$ cat src/rtl/data_axi_bridge_pkg.sv
// Shared AXI3 definitions for the data-side bridge: state encodings,
// burst/size codes and the default transaction ID.
package axi_defs;

  localparam logic [2:0] ST_IDLE    = 3'd0;
  localparam logic [2:0] ST_RD_ADDR = 3'd1;
  localparam logic [2:0] ST_RD_DATA = 3'd2;
  localparam logic [2:0] ST_WR_REQ  = 3'd3;
  localparam logic [2:0] ST_WR_RESP = 3'd4;
  localparam logic [2:0] ST_DONE    = 3'd5;

  typedef enum logic [2:0] {
    IDLE    = ST_IDLE,
    RD_ADDR = ST_RD_ADDR,
    RD_DATA = ST_RD_DATA,
    WR_REQ  = ST_WR_REQ,
    WR_RESP = ST_WR_RESP,
    DONE    = ST_DONE
  } bridge_state_t;

  localparam logic [1:0] AXI_BURST_INCR = 2'b01;

  localparam logic [1:0] SIZE_BYTE = 2'b00;
  localparam logic [1:0] SIZE_HALF = 2'b01;
  localparam logic [1:0] SIZE_WORD = 2'b10;

  localparam logic [3:0] AXI_DEFAULT_ID = 4'd1;

  // Memory-stage size codes map directly onto AXI AxSIZE (bytes = 2^size).
  function automatic logic [2:0] axi_size(input logic [1:0] req_size);
    return {1'b0, req_size};
  endfunction

endpackage

$ cat src/rtl/data_axi_bridge.sv
// Data-side bridge: turns each memory-stage request into one single-beat
// AXI3 read or write and stalls the pipeline until it completes.
module data_axi_bridge
  import axi_defs::*;
#(
  parameter logic [3:0] AXI_ID = AXI_DEFAULT_ID
) (
  input  logic        clk,
  input  logic        resetn,

  input  logic        req_en,
  input  logic        req_write,
  input  logic [31:0] req_addr,
  input  logic [1:0]  req_size,
  input  logic [3:0]  req_sel,
  input  logic [31:0] req_wdata,
  output logic [31:0] rdata,
  output logic        stall,
  output logic        data_ok,

  output logic [3:0]  arid,
  output logic [31:0] araddr,
  output logic [3:0]  arlen,
  output logic [2:0]  arsize,
  output logic [1:0]  arburst,
  output logic [1:0]  arlock,
  output logic [3:0]  arcache,
  output logic [2:0]  arprot,
  output logic        arvalid,
  input  logic        arready,

  input  logic [3:0]  rid,
  input  logic [31:0] rdata_axi,
  input  logic [1:0]  rresp,
  input  logic        rlast,
  input  logic        rvalid,
  output logic        rready,

  output logic [3:0]  awid,
  output logic [31:0] awaddr,
  output logic [3:0]  awlen,
  output logic [2:0]  awsize,
  output logic [1:0]  awburst,
  output logic [1:0]  awlock,
  output logic [3:0]  awcache,
  output logic [2:0]  awprot,
  output logic        awvalid,
  input  logic        awready,

  output logic [3:0]  wid,
  output logic [31:0] wdata,
  output logic [3:0]  wstrb,
  output logic        wlast,
  output logic        wvalid,
  input  logic        wready,

  input  logic [3:0]  bid,
  input  logic [1:0]  bresp,
  input  logic        bvalid,
  output logic        bready
);

  bridge_state_t state, next_state;

  logic [31:0] addr_q;
  logic [1:0]  size_q;
  logic [3:0]  sel_q;
  logic [31:0] wdata_q;
  logic        write_q;
  logic [31:0] rdata_q;
  logic        aw_done;
  logic        w_done;

  // Response codes and IDs are not used: errors complete like OKAY.
  logic unused_inputs;
  assign unused_inputs = ^{rid, bid, rresp, bresp, rlast};

  always_ff @(posedge clk or negedge resetn) begin
    if (!resetn) begin
      state <= IDLE;
    end else begin
      state <= next_state;
    end
  end

  always_comb begin
    next_state = state;
    arvalid    = 1'b0;
    rready     = 1'b0;
    awvalid    = 1'b0;
    wvalid     = 1'b0;
    bready     = 1'b0;
    data_ok    = 1'b0;
    stall      = 1'b0;
    case (state)
      IDLE: begin
        stall = req_en;
        if (req_en) begin
          next_state = req_write ? WR_REQ : RD_ADDR;
        end
      end
      RD_ADDR: begin
        stall   = 1'b1;
        arvalid = 1'b1;
        if (arready) begin
          next_state = RD_DATA;
        end
      end
      RD_DATA: begin
        stall  = 1'b1;
        rready = 1'b1;
        if (rvalid) begin
          next_state = DONE;
        end
      end
      WR_REQ: begin
        stall   = 1'b1;
        awvalid = !aw_done;
        wvalid  = !w_done;
        // Each channel may finish in this cycle or an earlier one.
        if ((aw_done || awready) && (w_done || wready)) begin
          next_state = WR_RESP;
        end
      end
      WR_RESP: begin
        stall  = 1'b1;
        bready = 1'b1;
        if (bvalid) begin
          next_state = DONE;
        end
      end
      DONE: begin
        data_ok    = 1'b1;
        next_state = IDLE;
      end
      default: begin
        next_state = IDLE;
      end
    endcase
  end

  always_ff @(posedge clk or negedge resetn) begin
    if (!resetn) begin
      addr_q  <= 32'd0;
      size_q  <= 2'd0;
      sel_q   <= 4'd0;
      wdata_q <= 32'd0;
      write_q <= 1'b0;
    end else if (state == IDLE && req_en) begin
      addr_q  <= req_addr;
      size_q  <= req_size;
      sel_q   <= req_sel;
      wdata_q <= req_wdata;
      write_q <= req_write;
    end
  end

  always_ff @(posedge clk or negedge resetn) begin
    if (!resetn) begin
      rdata_q <= 32'd0;
    end else if (state == RD_DATA && rvalid) begin
      rdata_q <= rdata_axi;
    end
  end

  // Flags clear outside WR_REQ so every write starts with both channels open.
  always_ff @(posedge clk or negedge resetn) begin
    if (!resetn) begin
      aw_done <= 1'b0;
      w_done  <= 1'b0;
    end else if (state != WR_REQ) begin
      aw_done <= 1'b0;
      w_done  <= 1'b0;
    end else begin
      if (awvalid && awready) aw_done <= 1'b1;
      if (wvalid && wready)   w_done  <= 1'b1;
    end
  end

  logic unused_write_q;
  assign unused_write_q = write_q;

  assign rdata   = rdata_q;

  assign arid    = AXI_ID;
  assign araddr  = addr_q;
  assign arlen   = 4'd0;
  assign arsize  = axi_size(size_q);
  assign arburst = AXI_BURST_INCR;
  assign arlock  = 2'd0;
  assign arcache = 4'd0;
  assign arprot  = 3'd0;

  assign awid    = AXI_ID;
  assign awaddr  = addr_q;
  assign awlen   = 4'd0;
  assign awsize  = axi_size(size_q);
  assign awburst = AXI_BURST_INCR;
  assign awlock  = 2'd0;
  assign awcache = 4'd0;
  assign awprot  = 3'd0;

  assign wid     = AXI_ID;
  assign wdata   = wdata_q;
  assign wstrb   = sel_q;
  assign wlast   = wvalid;

endmodule

$ cat config.mk
export PLATFORM = sky130hd
export DESIGN_NAME = data_axi_bridge
export DESIGN_NICKNAME = d
export VERILOG_FILES = /design/src/rtl/data_axi_bridge_pkg.sv /design/src/rtl/data_axi_bridge.sv
export SDC_FILE = /design/constraint.sdc
export NUM_CORES = 1
export LEC_CHECK = 0
export ABC_CLOCK_PERIOD_IN_PS = 2700
export BUFFER_PORTS_ARGS = -buffer_cell sky130_fd_sc_hd__buf_2
export CORE_AREA = 2 2 123 125
export CTS_CLUSTER_SIZE = 16
export DETAILED_ROUTE_END_ITERATION = 6
export DIE_AREA = 0 0 125 127
export GPL_ROUTABILITY_DRIVEN = 0
export HOLD_SLACK_MARGIN = 0.12
export PLACE_DENSITY = 0.72
export RECOVER_POWER = 50
export SLEW_MARGIN = 25
export SYNTH_ARGS = -nofsm -noshare
export SYNTH_HDL_FRONTEND = slang
export SYNTH_SLANG_ARGS = --single-unit
$ cat constraint.sdc
create_clock -name clk -period 2.7 [get_ports clk]
set_input_delay 0.27 -clock clk [delete_from_list [all_inputs] [get_ports clk]]
set_output_delay 0.27 -clock clk [all_outputs]
set_load 0.05 [all_outputs]
* After elaboration in Yosys (flattened, before gate mapping)
Cells that the tools add are included.
** Cells by class
- Equal/unequal tests :: 11
- Muxes and demuxes :: 18
- Reductions and logical operators :: 14
** Operator list (count)
- 3-bit 2-to-1 mux :: 5
- 3-bit case mux with 5 select lines :: 1
- 1-bit 2-to-1 mux :: 10
- 2-bit inequality test, second input constant :: 5
- 3-bit by 2-bit equality test with 1-bit output, second input constant :: 2
- 3-bit equality test, second input constant :: 2
- 1-bit logical AND :: 5
- 5-bit AND reduction :: 1
- 2-bit nonzero test :: 2
- 4-bit OR reduction :: 1
- 3-bit by 1-bit equality test with 1-bit output, second input constant :: 1
- 3-bit logical NOT :: 1
- 3-bit by 2-bit inequality test with 1-bit output, second input constant :: 1
- 1-bit logical NOT :: 2
- 1-bit logical OR :: 2
- 2-bit 2-to-1 mux :: 1
- 1-bit case mux with 2 select lines :: 1
** Word-level totals
- Register bits :: 107
- Input bits :: 124
- Word-level logic and storage cells :: 51

* Depth between registers and ports, before layout
- Depth after elaboration :: 5
- Gate-level depth with buffers :: 5
- Gate-level depth less buffers :: 3

* Worst setup path after synthesis
No wires, ideal clock.
- Path type :: reg-to-output
- Start :: register state[0]
- End :: output port data_ok
- Data arrival time :: 1.966 ns
- Data required time :: 2.430 ns
- Path slack :: 0.464 ns
- Stages on the path, launching flop included :: 4
- Buffers on the path :: 1
- Path through :: dfrtp_1 clkbuf_1 inv_1 nor3b_1
** Between the ends
- Cells in the longest elaborated chain, start to end :: 2
** RTL lines
- from (decl) :: line data_axi_bridge.sv:63 : bridge_state_t state, next_state;
- from (signal assigned) :: line data_axi_bridge.sv:82 : state <= next_state;
- 3-bit equality test :: line data_axi_bridge.sv:95 : case (state)
- 1-bit 2-to-1 mux :: line data_axi_bridge.sv:95
- to (decl) :: line data_axi_bridge.sv:19 : output logic data_ok,
Every way passes these cells.

* Final worst setup path
- Start :: register state[1]
- End :: register rdata_q[18] (netlist: rdata[18])
** Between the ends
- Cells in the longest elaborated chain, start to end :: 2
** RTL lines
- 3-bit by 2-bit equality test with 1-bit output :: line data_axi_bridge.sv:161 : end else if (state == RD_DATA && rvalid) begin
- 1-bit logical AND :: line data_axi_bridge.sv:161
- to (signal assigned) :: line data_axi_bridge.sv:162 : rdata_q <= rdata_axi;
- to (decl) :: line data_axi_bridge.sv:70 : logic [31:0] rdata_q;
Every way passes these cells.
A chain may end at the register's enable or synchronous reset.

==> impl_metrics.ini <==
[hold_path]
hold_class = in2reg
hold_depth = 2
min_to = araddr[11]$_DFFE_PN0P_
min_from = req_addr[11]

[synth]
synthTopCellsByArea = dfrtp_1 56%, mux2_2 22%, buf_4 13%
synth_common_cells = 107 x dfrtp_1, 93 x mux2_2, 80 x buf_4
synth.distinct_cells = 25
synth.most_common_cell = dfrtp_1
ys_seq_area_frac = 0.558
avgSynthCellArea_um2 = 14.1
synth-main-ff-cell = dfrtp_1
yosys_warnings = 0
synth_edf_count = 0
netlist_instances = 340
synth_top_area_frac = 0.558
synth_area_um2 = 4800
synth_top_area_cell = dfrtp_1
synth-seq-cells = 107
ys_async_sr_fraction = 1.00

[final_layout]
diodes = 0
area_delta_synth_final_pct = 24.9
layout-drive-gt1-share = 0.528
fill_cells = 1389
nets = 683
finalInstanceArea_um2 = 6000

[detailed_routing]
drt_pass1_iterations = 4
wl_met2_um = 5610
first_iter_violations = 70
drt-met1-wl_um = 3860
wire_per_inst_um = 14.0
ant_nets = 0
highest_layer = met4
routed_via_density = 4.25
vias = 3180
routed_wl_um = 10500
met3_length_um = 750
drc = 0

[timing]
tightest_slew_ns = 1.44
skew_ns = 0.00873
rsz0062_at_grt = no
fin_setup_tns_ns = 0
max_freq_mhz = 509
setup_viol = 0
slew_headroom = 0.0388
layout_min_cycle_time_ns = 1.96
hold_viol_final = 0
drv_slew = 0
fin_crit_sh = 0.727

[setup_path]
required_ns = 2.93
worstPathArrival_ns = 2.19
cp_cell_sequence = nor3b_2 > and2_1 > buf_4 > mux2_2
reg2reg_depth = 4
cp_slowest_cell = dfrtp_1
worstReg2RegEnd = rdata[18]$_DFFE_PN0P_
rr_startpoint = state[1]$_DFFE_PN0P_
crit_start = state[1]$_DFFE_PN0P_
cp_slowest_stage_delay_ns = 0.64
r2r_slack_ns = 0.74
setup.worst_path.start_class = register
end_kind = register
path_class = reg2reg
cp_max_fo = 32

[floorplanning]
core_um2 = 14400
die_x_um = 125
placementRows = 44
die_area_um2 = 15900
ios = 312
start_util = 0.333
die_y_um = 127

[clock_tree]
cts_tree = built
h-tree-depth = 3
cts_sinks = 107
insertion_delay_ns = 0.34
root_buffer = clkbuf_16
numCtsBuffers = 9
cts_buffer_depth = 2
clk_pin_slew_ns = 0.07

[status]
status = finished, final reports clean

[placement]
postPlaceCellArea_um2 = 5780
dp_hpwl_um = 7930
io_buffers = 254

[global_route]
grt_pass1_wl_um = 16300
grt.total_usage = 0.129
grt_pass1_vias = 3237
grt_overflow_total = 0
antenna_found_initial = 0
grt_max_degree = 108

[flow_run]
cap_violations = 0
==> worst max path at each step <==
stage | endpoint | cells past startpoint
final | rdata[18]$_DFFE_PN0P_ | 4
after global routing | araddr[23]$_DFFE_PN0P_ | 3
after CTS | araddr[3]$_DFFE_PN0P_ | 3
after detailed placement | araddr[3]$_DFFE_PN0P_ | 3
after floorplan | data_ok | 3
after global placement | araddr[7]$_DFFE_PN0P_ | 3
==> layer usage <==
layer	up-vias	track usage
met5	-	0
met4	0	0.0582
met3	15	0.0356
met2	148	0.233
met1	1550	0.142
li1	1467	-
==> what timing repair did <==
action                    CTS  global route
hold buffers                1             0
buffers inserted            0             0
hold endpoints to repair  107             0
gates resized for setup     0             0
==> through the flow <==
step / setup WS, ns / utilization / hold WS, ns / std cells
floorplan: 0.464 / - / -0.0256 / 382
global placement: 0.797 / 0.401 / 0.383 / 731
detailed placement: 0.728 / 0.401 / 0.395 / 731
CTS: 0.719 / 0.423 / 0.123 / 748
global route: 0.512 / 0.416 / 0.123 / 748
finish: 0.736 / 0.416 / 0.139 / 748
==> layout by cell type (no fill, tap or decap), types with 2 or more instances in the layout <==
cell       Yosys  final
buf_2          0    184
dfrtp_1      107    107
mux2_2        93     93
clkbuf_1       3     71
conb_1         2     44
nor2_1        10     10
mux2_1        10     10
clkbuf_16      0      9
o21ai_0        3      3
mux2i_1        3      3
buf_4         80      3
nor3b_1        2      2
nor2b_1        2      2
nand3b_1       2      2
a21oi_1        2      2
clkbuf_8       0      2
clkbuf_4       0      2
==> worst max-delay path, delay by kind of cell, from the launching register on <==
family	cells	cell delay (ns)
flip-flops	1	0.64
AND/OR/NAND/NOR	2	0.45
buffers and inverters	1	0.35
multiplexers	1	0.39
==> layout make-up <==
class | instances | area [µm²] | area share
inverters | 1 | 3.75 | 0.000626
clock buffers | 13 | 260 | 0.0434
clock inverters | 3 | 46.3 | 0.00772
flip-flops and latches | 107 | 2680 | 0.446
multi-input cells | 181 | 1550 | 0.259
repair buffers | 259 | 1230 | 0.205
well taps | 184 | 230 | 0.0384
==> kinds of logic (layout without fill, tap and decap cells) <==
| kind of cell | count (synthesis) | count (layout) | synth area share |
|---|---|---|---|
| AOI/OAI and AO/OA | 8 | 8 | 0.0109 |
| buffers and inverters | 94 | 276 | 0.152 |
| DFF | 107 | 107 | 0.558 |
| muxes | 106 | 106 | 0.248 |
| other | 2 | 44 | 0.00156 |
| and+or+nand+nor | 23 | 23 | 0.0300 |
==> sequential cells by signal (all words and copies together), names as in the netlist <==
name	count
wstrb	4
size_q	2
rdata	32
araddr	32
wdata	32
aw_done	1
w_done	1
state	3
Power is left out: the tool's default activity adds up to more than one toggle a clock period on the data nets, which glitch-free logic cannot reach.
